### config.mk
export PLATFORM = sky130hd
export DESIGN_NAME = addr8u_share_ctrl
export DESIGN_NICKNAME = d
export VERILOG_FILES = /design/src/rtl/addr8u_share_ctrl_pkg.sv /design/src/rtl/addr8u_share_ctrl_arb.sv /design/src/rtl/addr8u_share_ctrl.sv
export SDC_FILE = /design/constraint.sdc
export NUM_CORES = 1
export LEC_CHECK = 0
export ABC_AREA = 1
export CAP_MARGIN = 20
export CELL_PAD_IN_SITES_DETAIL_PLACEMENT = 1
export CELL_PAD_IN_SITES_GLOBAL_PLACEMENT = 1
export CORE_MARGIN = 2
export CORE_UTILIZATION = 32
export CTS_CLUSTER_DIAMETER = 80
export DETAILED_ROUTE_END_ITERATION = 10
export PLACE_DENSITY = 0.91
export SLEW_MARGIN = 20
export SYNTH_ARGS = -nofsm -noshare
export SYNTH_HDL_FRONTEND = slang
export SYNTH_SLANG_ARGS = --single-unit
### constraint.sdc
create_clock -name clk -period 2.1 [get_ports clk]
set_clock_uncertainty 0.2 [all_clocks]
set_input_delay 0.315 -clock clk [delete_from_list [all_inputs] [get_ports clk]]
set_output_delay 0.315 -clock clk [all_outputs]
set_load 0.02 [all_outputs]
### src/rtl/addr8u_share_ctrl_pkg.sv
// Shared types and sizing helpers for the shared 8-bit adder controller.
package addr8u_ctrl_pkg;

    localparam int OPW  = 8;
    localparam int SUMW = 9;

    typedef enum logic [2:0] {
        IDLE = 3'd0,
        RUN1 = 3'd1,
        RUN2 = 3'd2,
        CMP  = 3'd3,
        RESP = 3'd4
    } state_e;

    // Requester index width: clog2(n), at least 1 bit, capped to the 3-bit rsp_id port.
    function automatic int id_w(input int n);
        int w;
        w = $clog2(n);
        if (w < 1) w = 1;
        if (w > 3) w = 3;
        return w;
    endfunction

endpackage

### src/rtl/addr8u_share_ctrl_arb.sv
// Combinational round-robin arbiter: first requester at or after i_ptr, with wrap.
module rr_arbiter
    import addr8u_ctrl_pkg::*;
#(
    parameter int NREQ = 4,
    parameter int IDW  = id_w(NREQ)
) (
    input  logic [NREQ-1:0] i_req,
    input  logic [IDW-1:0]  i_ptr,
    output logic [NREQ-1:0] o_gnt,
    output logic [IDW-1:0]  o_idx
);

    localparam int OW = IDW + 1;

    logic [NREQ-1:0][OW-1:0] w_off;

    // Distance of each requester from the pointer, modulo NREQ.
    always_comb begin
        for (int i = 0; i < NREQ; i++) begin
            if (OW'(i) >= {1'b0, i_ptr})
                w_off[i] = OW'(i) - {1'b0, i_ptr};
            else
                w_off[i] = OW'(i) + OW'(NREQ) - {1'b0, i_ptr};
        end
    end

    // Scan distances from farthest to nearest so the nearest valid one wins.
    always_comb begin
        o_gnt = '0;
        o_idx = '0;
        for (int k = NREQ - 1; k >= 0; k--) begin
            for (int i = 0; i < NREQ; i++) begin
                if (i_req[i] && w_off[i] == OW'(k)) begin
                    o_gnt    = '0;
                    o_gnt[i] = 1'b1;
                    o_idx    = IDW'(i);
                end
            end
        end
    end

endmodule

### src/rtl/addr8u_share_ctrl.sv
// Shares one external combinational 8-bit adder among NREQ requesters; each job is
// evaluated as A+B and B+A, retried on mismatch and flagged if it never agrees.
module addr8u_share_ctrl
    import addr8u_ctrl_pkg::*;
#(
    parameter int NREQ      = 4,
    parameter int MAX_RETRY = 2,
    parameter int CNT_W     = 8
) (
    input  logic                  clk,
    input  logic                  rst,
    input  logic [NREQ-1:0]       req_valid,
    output logic [NREQ-1:0]       req_ready,
    input  logic [NREQ*OPW-1:0]   req_a,
    input  logic [NREQ*OPW-1:0]   req_b,
    output logic                  rsp_valid,
    input  logic                  rsp_ready,
    output logic [2:0]            rsp_id,
    output logic [SUMW-1:0]       rsp_sum,
    output logic                  rsp_err,
    output logic [OPW-1:0]        add_a,
    output logic [OPW-1:0]        add_b,
    input  logic [SUMW-1:0]       add_sum,
    output logic [CNT_W-1:0]      fault_cnt
);

    localparam int IDW = id_w(NREQ);
    localparam int RTW = (MAX_RETRY < 1) ? 1 : $clog2(MAX_RETRY + 1);

    state_e          r_state;
    logic [IDW-1:0]  r_ptr;
    logic [IDW-1:0]  r_id;
    logic [OPW-1:0]  r_a;
    logic [OPW-1:0]  r_b;
    logic [OPW-1:0]  r_add_a;
    logic [OPW-1:0]  r_add_b;
    logic [SUMW-1:0] r_sum1;
    logic [SUMW-1:0] r_sum2;
    logic [RTW-1:0]  r_retry;
    logic            r_err;
    logic [CNT_W-1:0] r_fault;

    logic [NREQ-1:0] w_gnt;
    logic [IDW-1:0]  w_idx;
    logic [OPW-1:0]  w_sel_a;
    logic [OPW-1:0]  w_sel_b;
    logic            w_accept;

    rr_arbiter #(.NREQ(NREQ), .IDW(IDW)) u_arb (
        .i_req (req_valid),
        .i_ptr (r_ptr),
        .o_gnt (w_gnt),
        .o_idx (w_idx)
    );

    always_comb begin
        w_sel_a = '0;
        w_sel_b = '0;
        for (int i = 0; i < NREQ; i++) begin
            if (w_gnt[i]) begin
                w_sel_a = req_a[i*OPW +: OPW];
                w_sel_b = req_b[i*OPW +: OPW];
            end
        end
    end

    // Grant is only offered in IDLE and never while reset is held.
    assign w_accept  = (r_state == IDLE) && (|req_valid);
    assign req_ready = (r_state == IDLE && !rst) ? w_gnt : '0;

    always_ff @(posedge clk) begin
        if (rst) begin
            r_state <= IDLE;
            r_ptr   <= '0;
            r_id    <= '0;
            r_a     <= '0;
            r_b     <= '0;
            r_add_a <= '0;
            r_add_b <= '0;
            r_sum1  <= '0;
            r_sum2  <= '0;
            r_retry <= '0;
            r_err   <= 1'b0;
            r_fault <= '0;
        end else begin
            case (r_state)
                IDLE: if (w_accept) begin
                    r_a     <= w_sel_a;
                    r_b     <= w_sel_b;
                    r_id    <= w_idx;
                    r_retry <= '0;
                    r_add_a <= w_sel_a;
                    r_add_b <= w_sel_b;
                    r_state <= RUN1;
                end
                RUN1: begin
                    r_sum1  <= add_sum;
                    r_add_a <= r_b;
                    r_add_b <= r_a;
                    r_state <= RUN2;
                end
                RUN2: begin
                    r_sum2  <= add_sum;
                    r_state <= CMP;
                end
                CMP: begin
                    if (r_sum1 == r_sum2) begin
                        r_err   <= 1'b0;
                        r_state <= RESP;
                    end else begin
                        if (r_fault != '1) r_fault <= r_fault + CNT_W'(1);
                        if (r_retry < RTW'(MAX_RETRY)) begin
                            r_retry <= r_retry + RTW'(1);
                            r_add_a <= r_a;
                            r_add_b <= r_b;
                            r_state <= RUN1;
                        end else begin
                            r_err   <= 1'b1;
                            r_state <= RESP;
                        end
                    end
                end
                RESP: if (rsp_ready) begin
                    r_ptr   <= (r_id == IDW'(NREQ - 1)) ? '0 : r_id + IDW'(1);
                    r_state <= IDLE;
                end
                default: r_state <= IDLE;
            endcase
        end
    end

    // On an unresolved mismatch r_sum1 still holds the A+B pass, so it is always the answer.
    assign rsp_valid = (r_state == RESP);
    assign rsp_sum   = r_sum1;
    assign rsp_err   = r_err;
    assign add_a     = r_add_a;
    assign add_b     = r_add_b;
    assign fault_cnt = r_fault;

    always_comb begin
        rsp_id = '0;
        rsp_id[IDW-1:0] = r_id;
    end

endmodule
After elaboration in Yosys (flattened, before gate mapping). Index checks and enable logic that the tools add are counted.

Add/subtract/negate cells: 10. Magnitude comparators: 4. Eq/ne operators: 24. Shift operators: 0. Reduce and logical (&&, ||, !) cells: 34. Div/mod/pow operators: 0. Muxes and demuxes: 63. Bitwise logic cells: 1. Multiply operators: 0.

Operators by type and width (count): $mux W8 (14); $mux W4 (14); $pmux W8 S3 (2); $mux W2 (19); $eq A3 B2 Y1 const B (10); $mux W3 (8); $logic_and A1 B1 Y1 (18); $eq A3 B1 Y1 const B (5); $logic_not A3 Y1 (5); $pmux W3 S5 (1); $eq A9 B9 Y1 (1); $sub A3 B2 Y3 const A (3); $add A8 B1 Y8 const B (1); $ne A2 B2 Y1 const B (4); $ne A8 B8 Y1 const B (1); $reduce_and A2 Y1 (4); $reduce_and A4 Y1 (2); $sub A1 B2 Y3 const A (2); $sub A2 B2 Y3 const A (2); $add A2 B1 Y2 const B (2); $ge A1 B2 Y1 const A (2); $mux W1 (4); $pmux W2 S2 (1); $reduce_or A4 Y1 (1); 10 further kinds (10).

Input bits: 80. Flip-flop bits (word level): 68. Word-level logic and storage cells: 148. Output and inout bits: 42. Bits in writable memories: 0. Memory bits (read-only): 0. Memories: 0. Bits in latches: 0.

Depth between registers and ports, before layout.
Depth in word-level cells: 26. Gate-level depth with buffers: 16. Gate-level depth less buffers: 15.

By module. From an unflattened synthesis, not the netlist that was laid out.

Cells, all modules: 665. Area total of the unflattened synthesis: 4087.7 um^2.

By module, submodules not included: addr8u_share_ctrl (area an instance 3762.4 um^2, instances 1, cells an instance 596, seq. area each 1361.3 um^2); rr_arbiter (area an instance 325.3 um^2, instances 1, cells an instance 69, seq. area each 0.0 um^2).

Worst setup path before layout. No wires, ideal clock.

Path type: register -> output. Start point: register r_ptr[0]. End point: output port req_ready[2]. Data arrival time: 1.505 ns. Path slack: 0.080 ns. Cell stages (with the launch flop): 12. Path buffers: 1. Required time: 1.585 ns. Path through: dfxtp_1 nand2_2 clkinv_2 nand2_2 o21ai_1 nand3_1 nand2_1 nand2_2 nand2_4 buf_8 nand2_1 nor2_1.

Word-level cells in the longest chain between the ends: 19. Elaborated cells on any way between the ends: 56. Those cells by class: add/sub (7); order compare (3); eq/ne (10); mux (18); reduce/logical (18).

Ends and longest elaborated chain: start, declared (line addr8u_share_ctrl.sv:31) `logic [IDW-1:0] r_ptr;`; start signal, assigned (line addr8u_share_ctrl.sv:124) `r_ptr <= (r_id == IDW'(NREQ - 1)) ? '0 : r_id + IDW'(1);`; $sub A3 B2 Y3, or another cell as far along (line addr8u_share_ctrl_arb.sv:24) `w_off[i] = OW'(i) + OW'(NREQ) - {1'b0, i_ptr};`; $mux W3 (line addr8u_share_ctrl_arb.sv:21) `if (OW'(i) >= {1'b0, i_ptr})`; $eq A3 B2 Y1 (line addr8u_share_ctrl_arb.sv:34) `if (i_req[i] && w_off[i] == OW'(k)) begin`; $logic_and A1 B1 Y1 (line addr8u_share_ctrl_arb.sv:34); $mux W3 (line addr8u_share_ctrl_arb.sv:34); $mux W4 (12 in series) (line addr8u_share_ctrl_arb.sv:34); $mux W4 * (line addr8u_share_ctrl_arb.sv:34); $mux W4 * (line addr8u_share_ctrl.sv:69) `assign req_ready = (r_state == IDLE && !rst) ? w_gnt : '0;`; end, declared (line addr8u_share_ctrl.sv:13) `output logic [NREQ-1:0] req_ready,`.

Mark *: on every way between the ends. The rest lies on a longest branch, timed or not.

Worst setup path in the final report.
Start point: register r_ptr[1]. End point: output port req_ready[3].

Word-level cells in the longest chain between the ends: 17. Elaborated cells on any way between the ends: 53. Those cells by class: add/sub (7); order compare (3); eq/ne (9); mux (17); reduce/logical (17).

Ends and longest elaborated chain (line): $sub A3 B2 Y3, or another cell as far along (addr8u_share_ctrl_arb.sv:24); $mux W3 or $eq A3 B2 Y1 (tied branches) (addr8u_share_ctrl_arb.sv:21, addr8u_share_ctrl_arb.sv:34); $eq A3 B2 Y1 or $logic_and A1 B1 Y1 (tied branches) (addr8u_share_ctrl_arb.sv:34); $logic_and A1 B1 Y1 or $mux W4 (tied branches) (addr8u_share_ctrl_arb.sv:34); $mux W4 (11 in series) (addr8u_share_ctrl_arb.sv:34); $mux W4 * (addr8u_share_ctrl_arb.sv:34); $mux W4 * (addr8u_share_ctrl.sv:69).

Marked as above.

==> impl_results.md <==
- FILL cells: 1542
- CP Capture Type: output port
- DR WL/cell: 16.3 um
- Synth area leaders: dfxtp_1, nand2_1, nor2_1, nand3_1, o21ai_0
- Worst r2r src: r_ptr[1]$_SDFFE_PP0P_
- Final setup violation count: 6
- ANT cells: 0
- FMAX: around 0.43 GHz
- Lkg Pwr: 2.59 nW
- Slew Limit Fails: 0
- # DRC: 0
- Arr. time, crit path: 1.79 ns
- Period utilization: 110%
- Asr flop ratio synth: 0%
- Synthesized area per cell: about 6.5 um^2
- Nets@finish: 847
- Worst min-delay path category: register to register
- Synth Cell Area: ~4000 um^2
- Layout cell share with drive strength beyond 1: around 17%
- RSZ-0062 raised after global routing: true
- CP startpoint kind: register
- Yosys top cell area share: approximately 34%
- Post-synth top flop: dfxtp_1
- Cts hold-fix bufs: 0
- IR drop worst, VDD: 0.405 mV
- Pre-CTS WS: -0.656 ns
- Final-report hold violation count: 0
- Syn. warnings: 0
- Crit path cell chain: nor2_4, nand2_2, o21ai_2, nand3_1, nand2_1, nand3_2, a21oi_2, buf_6
- Sequential standard cell area: about 1400 um^2
- Req. time, crit path: ~1.6 ns
- R2R Setup Slk: -0.02 ns
- Post-synth top area cell: dfxtp_1
- Clock sinks: between 60 and 70
- Seq/Total Area, Yosys: between 30% and 40%
- Worst skew pair latency: between 0.3 and 0.4 ns
- Crit. Startpoint: r_ptr[1]$_SDFFE_PP0P_
- CP peak stage delay: about 0.37 ns
- First-pass GRT wire length: between 20000 and 25000 um
- R2R cell count: 12
- Pwr dens: between 700 and 800 nW/um^2
- Multi-input logic area: approximately 2400 um^2
- Final instance area: just over 6000 um^2
- Vias per cell: around 5
- Placed standard-cell area: 5590 um^2
- Num CTS Buffers: 9
- Gate count after technology mapping: between 600 and 700
- IO Pins: approximately 120
- DRT Wirelength: between 15000 and 20000 um
- Inst Count DP: roughly 900
- Worst-path fanout max: 4
- Gp weighted congestion: approximately 0.85
- TritonCTS clock tree: done
- DP Wirelength: about 11000 um
- Die footprint: around 13000 um^2
- Starting Density: between 30% and 40%
- Chip height: 115 um
- R2R Path End: add_b[4]$_SDFFE_PP0P_
- Flops & latches, synth: between 60 and 70
- Worst slew pin tran: 0.538 ns
- Largest net degree at the start of global routing: between 50 and 60
- Status: complete, but fails checks
- Port Buf Inserts: between 100 and 150
- Site Rows: 40
- Most frequent cells after synthesis: nand2_1, nor2_1, dfxtp_1
- GRT overflow: 0
- Maximum clock insertion buffer count: 2
- CP Class: register to output port
- Fin cells: around 940
- ANT nets after route: 0
- Vias in the first global route: roughly 5000
- Total vias in the final route: between 4000 and 5000
- EDFF count, synth: 0
- Relative slew slack: 64.1%
- Post-Syn Nets: roughly 690
- Initial antenna violation count: 0
- H-tree depth: 3
- Most instantiated library cell after synthesis: nand2_1
- Core Area: between 10000 and 15000 um^2
- Slowest cell on crit path: dfxtp_4
- CTS clk-pin slew, worst paths: about 0.060 ns
- Detailed Routing Iterations Pass 1: 4
- Post-layout min period: approximately 2.3 ns
- Maxcap violations: 0
- Drt initial violations: between 200 and 300
- Synth cell types: 38
- Failing checks: setup timing
- Capture point of the worst path: req_ready[3]
- All-Layer GR Usage: 22.5%
- Die Wd: 115 um
- Setup ws final: -0.205 ns
- CTS root buffer: clkbuf_16
- Area delta synth->final: 54.1%
==> critical path, delay by kind of cell, from the launching register on <==
family          cells  cell delay [ns]
buf+inv             1             0.14
flops               1             0.37
compound gates      2             0.33
simple gates        5             0.62
==> where the power goes <==
group,internal [mW],total [mW],leakage [nW],switching (mW)
clock,0.806,1.42,0.132,0.619
sequential,1.45,1.55,0.561,0.102
combinational,0.650,1.46,1.90,0.812
==> metal layers <==
metal | GRT usage [%] | vias to the layer above | part of all wire, %
met1 | 25.6 | 2270 | 41
met3 | 3.80 | 31 | 4.9
met5 | 0 | - | 0
li1 | - | 2286 | -
met2 | 42.1 | 150 | 52
met4 | 8.03 | 0 | 2.3
==> area by class of cell <==
cell class | instances | area share (%)
clock buffer | 9 | 3.68
clock inverter | 7 | 0.839
inverter | 62 | 4.22
multi-input combinational | 452 | 38.6
sequential | 68 | 22.4
tap | 168 | 3.44
timing repair buffer | 171 | 26.7
timing repair inverter | 1 | 0.143
==> cells in the final DEF (no fill, tap or decap), types with 3 or more instances in the layout <==
cell / instances
nand3b_1: 12
buf_4: 46
nand3_4: 3
nand2_1: 148
buf_6: 5
nand3_1: 52
nand4_1: 4
nor3_1: 5
nor2_1: 79
nand3_2: 5
a21oi_2: 13
xor2_1: 9
o22ai_1: 16
clkinv_1: 3
buf_12: 4
nand2_4: 5
a21oi_1: 26
inv_6: 4
dfxtp_1: 65
inv_1: 50
clkdlybuf4s50_1: 111
nand2_2: 9
inv_2: 5
clkbuf_16: 9
o21ai_0: 39
dlygate4sd2_1: 4
==> cell families (layout without fill, tap and decap cells) <==
kind of cell               count (synthesis)  in the layout  share of synthesized area (%)
xor gates and xnor gates                  11             11                           2.43
other                                      1              1                         0.0945
AOI/OAI and AO/OA                        102            102                           14.7
DFF                                       68             68                           34.3
and+or+nand+nor                          335            336                           37.8
adders and majority gates                  2              2                          0.630
buffers and inverters                     91            250                           10.1
==> registers in the layout (all words and copies together), names as in the netlist <==
name / count
r_sum2: 9
rsp_sum: 9
add_a: 8
add_b: 8
fault_cnt: 8
r_a: 8
r_b: 8
r_state: 3
r_id: 2
r_ptr: 2
r_retry: 2
rsp_err: 1
==> how the worst min path moves through the flow <==
| stage | start | end | slack [ns] | cells after the start |
|---|---|---|---|---|
| global route | rsp_sum[3]$_SDFFE_PP0N_ | rsp_sum[3]$_SDFFE_PP0N_ | 0.33 | 2 |
| finish | fault_cnt[3]$_SDFFE_PP0P_ | fault_cnt[3]$_SDFFE_PP0P_ | 0.30 | 2 |
| CTS | fault_cnt[3]$_SDFFE_PP0P_ | fault_cnt[3]$_SDFFE_PP0P_ | 0.30 | 2 |
| global placement | fault_cnt[7]$_SDFFE_PP0P_ | fault_cnt[7]$_SDFFE_PP0P_ | 0.27 | 2 |
| detailed placement | rsp_err$_SDFFE_PP0P_ | rsp_err$_SDFFE_PP0P_ | 0.29 | 2 |
| floorplan | r_sum2[1]$_SDFFE_PP0P_ | r_sum2[1]$_SDFFE_PP0P_ | 0.27 | 2 |
==> what timing repair did <==
item,CTS,global route
cloned,0,2
setup endpoints to repair,41,34
setup buffers,2,7
pin swaps,8,16
gates resized for setup,51,29
==> per-stage QoR <==
step	total power, mW	hold slack, ns	utilization [%]	TNS, ns
floorplan	2.32	0.270	-	0
global placement	2.91	0.267	46.4	-16.83
detailed placement	2.98	0.289	46.4	-20.79
CTS	4.41	0.301	49.4	-0.223
global route	4.67	0.331	50.7	-1.82
finish	4.44	0.300	50.7	-0.366
(Power assumes the default switching activity.)
